===== src/rtl/code_out_buffer.sv =====
// rtl/code_out_buffer.sv - packs variable-width codes LSB-first into a byte FIFO
// Optional ByteCount output enabled by defining OUTBUF_BYTECOUNT_EN.
module code_out_buffer #(
  parameter int CODE_W     = 9,
  parameter int FIFO_DEPTH = 8
) (
  input  logic              clk,
  input  logic              reset,
  input  logic              RequestOutBuffer,
  input  logic              CloseBuffer,
  input  logic [CODE_W-1:0] CodeIn,
  output logic              InReady,
  output logic [7:0]        ByteOut,
  output logic              ByteValid,
  input  logic              ByteReady,
  output logic              StreamDone,
  output logic              Error
`ifdef OUTBUF_BYTECOUNT_EN
  ,
  output logic [15:0]       ByteCount
`endif
);

  localparam int ACC_W = CODE_W + 7;
  localparam int BC_W  = $clog2(ACC_W + 1);
  localparam int PTR_W = $clog2(FIFO_DEPTH);
  localparam int CNT_W = PTR_W + 1;

  localparam logic [BC_W-1:0]  BYTE_STEP = BC_W'(8);
  localparam logic [BC_W-1:0]  CODE_STEP = BC_W'(CODE_W);
  localparam logic [CNT_W-1:0] FULL_CNT  = CNT_W'(FIFO_DEPTH);

  typedef enum logic [2:0] {
    IDLE,
    ACCUM,
    FLUSH,
    DRAIN,
    DONE
  } stateT;

  stateT state;
  stateT nextState;

  logic [ACC_W-1:0] acc;
  logic [BC_W-1:0]  bitCount;

  logic [7:0]       mem [FIFO_DEPTH];
  logic [PTR_W-1:0] wrPtr;
  logic [PTR_W-1:0] rdPtr;
  logic [CNT_W-1:0] fifoCount;
  logic             fifoFull;
  logic             fifoEmpty;

  logic       accept;
  logic       extract;
  logic       flushPartial;
  logic       clearAcc;
  logic       push;
  logic       pop;
  logic [7:0] partialMask;
  logic [7:0] pushByte;
  logic       badStrobe;

  assign fifoFull  = (fifoCount == FULL_CNT);
  assign fifoEmpty = (fifoCount == '0);
  assign ByteValid = !fifoEmpty;
  assign ByteOut   = mem[rdPtr];

  always_ff @(posedge clk or posedge reset) begin
    if (reset) begin
      state <= IDLE;
    end else begin
      state <= nextState;
    end
  end

  always_comb begin
    nextState    = state;
    InReady      = 1'b0;
    extract      = 1'b0;
    flushPartial = 1'b0;
    clearAcc     = 1'b0;
    StreamDone   = 1'b0;
    case (state)
      IDLE: begin
        nextState = ACCUM;
      end
      ACCUM: begin
        InReady = (bitCount < BYTE_STEP);
        extract = (bitCount >= BYTE_STEP) && !fifoFull;
        if (CloseBuffer) begin
          nextState = FLUSH;
        end
      end
      FLUSH: begin
        // Whole bytes first; the zero-padded remainder goes last, only when there is room.
        if (bitCount >= BYTE_STEP) begin
          extract = !fifoFull;
        end else if (bitCount == '0) begin
          nextState = DRAIN;
        end else if (!fifoFull) begin
          flushPartial = 1'b1;
          nextState    = DRAIN;
        end
      end
      DRAIN: begin
        if (fifoEmpty) begin
          nextState = DONE;
        end
      end
      DONE: begin
        StreamDone = 1'b1;
        clearAcc   = 1'b1;
        nextState  = ACCUM;
      end
      default: begin
        nextState = IDLE;
      end
    endcase
  end

  assign accept    = RequestOutBuffer && InReady;
  assign badStrobe = (RequestOutBuffer && !InReady) || (CloseBuffer && (state != ACCUM));

  always_comb begin
    partialMask = '0;
    for (int i = 0; i < 8; i++) begin
      partialMask[i] = (BC_W'(i) < bitCount);
    end
  end

  assign pushByte = flushPartial ? (acc[7:0] & partialMask) : acc[7:0];
  assign push     = extract || flushPartial;
  assign pop      = ByteValid && ByteReady;

  // Accept and extract never coincide: accept needs bitCount<8, extract needs bitCount>=8.
  always_ff @(posedge clk or posedge reset) begin
    if (reset) begin
      acc      <= '0;
      bitCount <= '0;
    end else if (clearAcc || flushPartial) begin
      acc      <= '0;
      bitCount <= '0;
    end else if (accept) begin
      acc      <= acc | (ACC_W'(CodeIn) << bitCount);
      bitCount <= bitCount + CODE_STEP;
    end else if (extract) begin
      acc      <= acc >> 8;
      bitCount <= bitCount - BYTE_STEP;
    end
  end

  always_ff @(posedge clk or posedge reset) begin
    if (reset) begin
      wrPtr     <= '0;
      rdPtr     <= '0;
      fifoCount <= '0;
      for (int i = 0; i < FIFO_DEPTH; i++) begin
        mem[i] <= '0;
      end
    end else begin
      if (push) begin
        mem[wrPtr] <= pushByte;
        wrPtr      <= wrPtr + PTR_W'(1);
      end
      if (pop) begin
        rdPtr <= rdPtr + PTR_W'(1);
      end
      case ({push, pop})
        2'b10:   fifoCount <= fifoCount + CNT_W'(1);
        2'b01:   fifoCount <= fifoCount - CNT_W'(1);
        default: fifoCount <= fifoCount;
      endcase
    end
  end

  always_ff @(posedge clk or posedge reset) begin
    if (reset) begin
      Error <= 1'b0;
    end else if (badStrobe) begin
      Error <= 1'b1;
    end
  end

`ifdef OUTBUF_BYTECOUNT_EN
  always_ff @(posedge clk or posedge reset) begin
    if (reset) begin
      ByteCount <= '0;
    end else if (state == DONE) begin
      ByteCount <= '0;
    end else if (push && (ByteCount != 16'hFFFF)) begin
      ByteCount <= ByteCount + 16'd1;
    end
  end
`endif

endmodule


===== config.mk =====
export PLATFORM = sky130hd
export DESIGN_NAME = code_out_buffer
export DESIGN_NICKNAME = d
export VERILOG_FILES = /design/src/rtl/code_out_buffer.sv
export SDC_FILE = /design/constraint.sdc
export NUM_CORES = 1
export LEC_CHECK = 0
export BUFFER_PORTS_ARGS = -buffer_cell sky130_fd_sc_hd__buf_2
export CORE_UTILIZATION = 40
export DETAILED_ROUTE_END_ITERATION = 10
export GPL_ROUTABILITY_DRIVEN = 0
export SYNTH_ARGS = -nofsm -noshare
export SYNTH_HDL_FRONTEND = slang
export SYNTH_SLANG_ARGS = --single-unit

===== constraint.sdc =====
create_clock -name clk -period 3.9 [get_ports clk]
set_input_delay 0.78 -clock clk [delete_from_list [all_inputs] [get_ports clk]]
set_output_delay 0.78 -clock clk [all_outputs]
set_load 0.01 [all_outputs]

==> summary.md <==
| Metric | Value |
|---|---|
| Cells on Worst Hold Path | `1` |
| DRC | `0` |
| Min Tclk post-route | `3.09 ns` |
| CTS Sinks | `99` |
| Synthesized flop and latch total | `99` |
| Syn Nets | `457` |
| Sequential-to-total area share from yosys stat | `0.469` |
| Top Usage Layer GRT | `met2` |
| Count leader, synth | `dfrtp_1` |
| Slew @ Worst Pin | `0.982 ns` |
| CP Max Fanout | `18` |
| Peak supply drop | `0.000350 V` |
| Vias in the first global route | `3538` |
| Row count | `41` |
| R2r endpoint | `fifoCount[2]` |
| Fillers | `1179` |
| Core Region | `0.0128 sq mm` |
| Largest net degree at the start of global routing | `81` |
| DRT Pass-1 Iters | `4` |
| CTS Buffer Depth | `2` |
| TritonCTS clock tree | `yes` |
| Area grow syn2layout | `11.1%` |
| Chip Height | `117 um` |
| Yosys Warn Count | `0` |
| Status | `finished clean` |
| WL/cell | `18.1 um` |
| Cell Pwr Density | `765 mW/mm^2` |
| RSZ-0062 raised after global routing | `no` |
| Initial core utilization | `0.414` |
| HPWL Detailed | `7.75 mm` |
| Final Hold Viols | `0` |
| Final setup viols | `0` |
| Total of max-cap violations | `0` |
| Share of post-route cells with drive strength above 1 | `0.344` |
| Top post-synthesis cells by area | `dfrtp_1 (47%), mux2_2 (17%), mux4_2 (8.5%)` |
| Setup bufs post-CTS | `0` |
| Number of nets in the layout | `472` |
| Met1 Use GR | `0.236` |
| CP startpoint kind | `register` |
| Io pins | `26` |
| Reg2reg setup slack | `0.83 ns` |
| Worst Path Required | `3.12 ns` |
| Count of pins over their slew limit | `0` |
| Static leakage | `0.00268 uW` |
| Number of synthesized flops with an enable pin | `0` |
| Root buf cell | `clkbuf_16` |
| # resized after CTS | `0` |
| Die area | `0.0137 sq mm` |
| Total GRT Usage | `0.182` |
| Post-Route WL | `11.3 mm` |
| 1st-iter DRT viols | `226` |
| Final Cycle Share | `0.792` |
| CTS H-Tree Depth | `3` |
| Number of CTS-inserted buffers | `9` |
| Leading area contributor after synthesis | `dfrtp_1` |
| Distinct cells, synth | `56` |
| Achievable Freq | `324 MHz` |
| Global-route wire length before repair | `18.8 mm` |
| Reg2reg path depth | `12` |
| Mean post-synth cell area | `12.2 sq um` |
| Post-Synthesis Cells | `433` |
| Die Width | `117 um` |
| Setup crit end kind | `output port` |
| Vias post-DR | `3472` |
| Total grt overflow | `0` |
| Clock Latency Late Sink | `0.35 ns` |
| Hold_sp | `Error` |
| Hold slack | `0.478 ns` |
| Multi-input logic area | `0.00263 sq mm` |
| Yosys top cell area share | `0.469` |
| Clock-pin transition on the worst setup and hold timing paths | `0.07 ns` |
| Commonest cells in the netlist | `dfrtp_1 (99), mux2_2 (79), nand2_1 (29)` |
| Max Clock Skew | `0.00874 ns` |
| Relative slew slack | `0.345` |
| Setup Crit Path Kind | `register to output port` |
| Sequential cell area | `0.00248 sq mm` |
| Number of port buffers | `25` |
| N_diodes | `0` |
| Setup TNS | `0 ns` |
| Worst Path Arrival | `2.31 ns` |
| Via density | `5.56` |
| Syn Std Cell Area | `0.00529 sq mm` |
| Critical R2R Launch | `bitCount[3]` |
| Async SR Flop Fraction | `1.00` |
| Initial antenna violation count | `0` |
| Most used DFF post-synth | `dfrtp_1` |
| Worst min path class | `register to register` |
| Hold_buf cts | `0` |
| Met3 GRT Util | `0.0340` |
| Met2 usage | `0.312` |
| Routed Antenna Nets | `0` |
| Hold Path Sink | `Error` |
## sequential cells by signal (all words and copies together), names as in the netlist
| register | flops |
|---|---|
| rdPtr | 3 |
| wrPtr | 3 |
| state | 3 |
| acc | 16 |
| Error | 1 |
| bitCount | 5 |
| fifoCount | 4 |
| mem | 64 |
## layout by cell type (no fill, tap or decap), types with 8 or more instances in the layout
cell       synthesis  routed
mux4_2            20      20
nand3_1            8       8
nor2_1            15      15
a21oi_1           15      15
buf_2              9      25
nand2_1           29      29
inv_1             14      13
ha_1              10      10
o21ai_0           15      15
mux2i_1           10      10
dfrtp_1           99      99
mux2_2            79      79
clkbuf_16          0       9
## power by group
| group | total (uW) | switching, uW | internal [uW] |
|---|---|---|---|
| Sequential | 1720 | 336 | 1390 |
| Combinational | 1850 | 953 | 897 |
| Clock | 920 | 398 | 522 |
| Total | 4490 | 1690 | 2810 |
## worst max-delay path, stage by stage, from the launching register on
cell	delay (ns)
dfrtp_1	0.91
mux4_2	0.59
mux2_2	0.30
buf_2	0.15
## stage by stage
| stage | cell area, sq um | util | power, uW | setup WS (ns) | instances |
|---|---|---|---|---|---|
| after global placement | 5560 | 0.435 | 3530 | 0.964 | 609 |
| final | 5870 | 0.460 | 4490 | 0.809 | 625 |
| after detailed placement | 5560 | 0.435 | 3600 | 0.841 | 609 |
| after floorplan | 5290 | - | 3140 | 0.530 | 433 |
| after CTS | 5870 | 0.460 | 4540 | 0.787 | 625 |
| after global routing | 5870 | 0.460 | 4800 | 0.577 | 625 |
## final cells by class
class / count / share of cell area
Tap cell: 172 / 0.0367
Timing Repair Buffer: 31 / 0.0290
Multi-Input combinational cell: 289 / 0.448
Clock inverter: 6 / 0.0121
Sequential cell: 99 / 0.422
Inverter: 18 / 0.0119
Clock buffer: 10 / 0.0407
## routing by layer
metal / share of wire / vias up / wire length (um)
li1: - / 1632 / -
met1: 0.46 / 1781 / 5220
met2: 0.50 / 47 / 5690
met3: 0.022 / 12 / 253
met4: 0.011 / 0 / 128
met5: 0 / - / 0
## kinds of logic after synthesis
logic type,after synthesis,share of synthesized area
compound gates,67,0.0867
simple gates,92,0.0961
fa+ha+maj,10,0.0237
buf+inv,45,0.0341
xor+xnor,11,0.0182
flops,99,0.469
mux,109,0.272
## worst max path at each step
stage | start | to | cells past startpoint
2_1_floorplan | reset | Error | 1
3_3_place_gp | bitCount[1] | fifoCount[2] | 13
3_5_place_dp | bitCount[1] | fifoCount[2] | 13
4_1_cts | rdPtr[1] | ByteOut[6] | 3
5_1_grt | bitCount[3] | fifoCount[2] | 12
6_report | rdPtr[1] | ByteOut[6] | 3
Note: power is estimated with default switching activity, not from simulation.
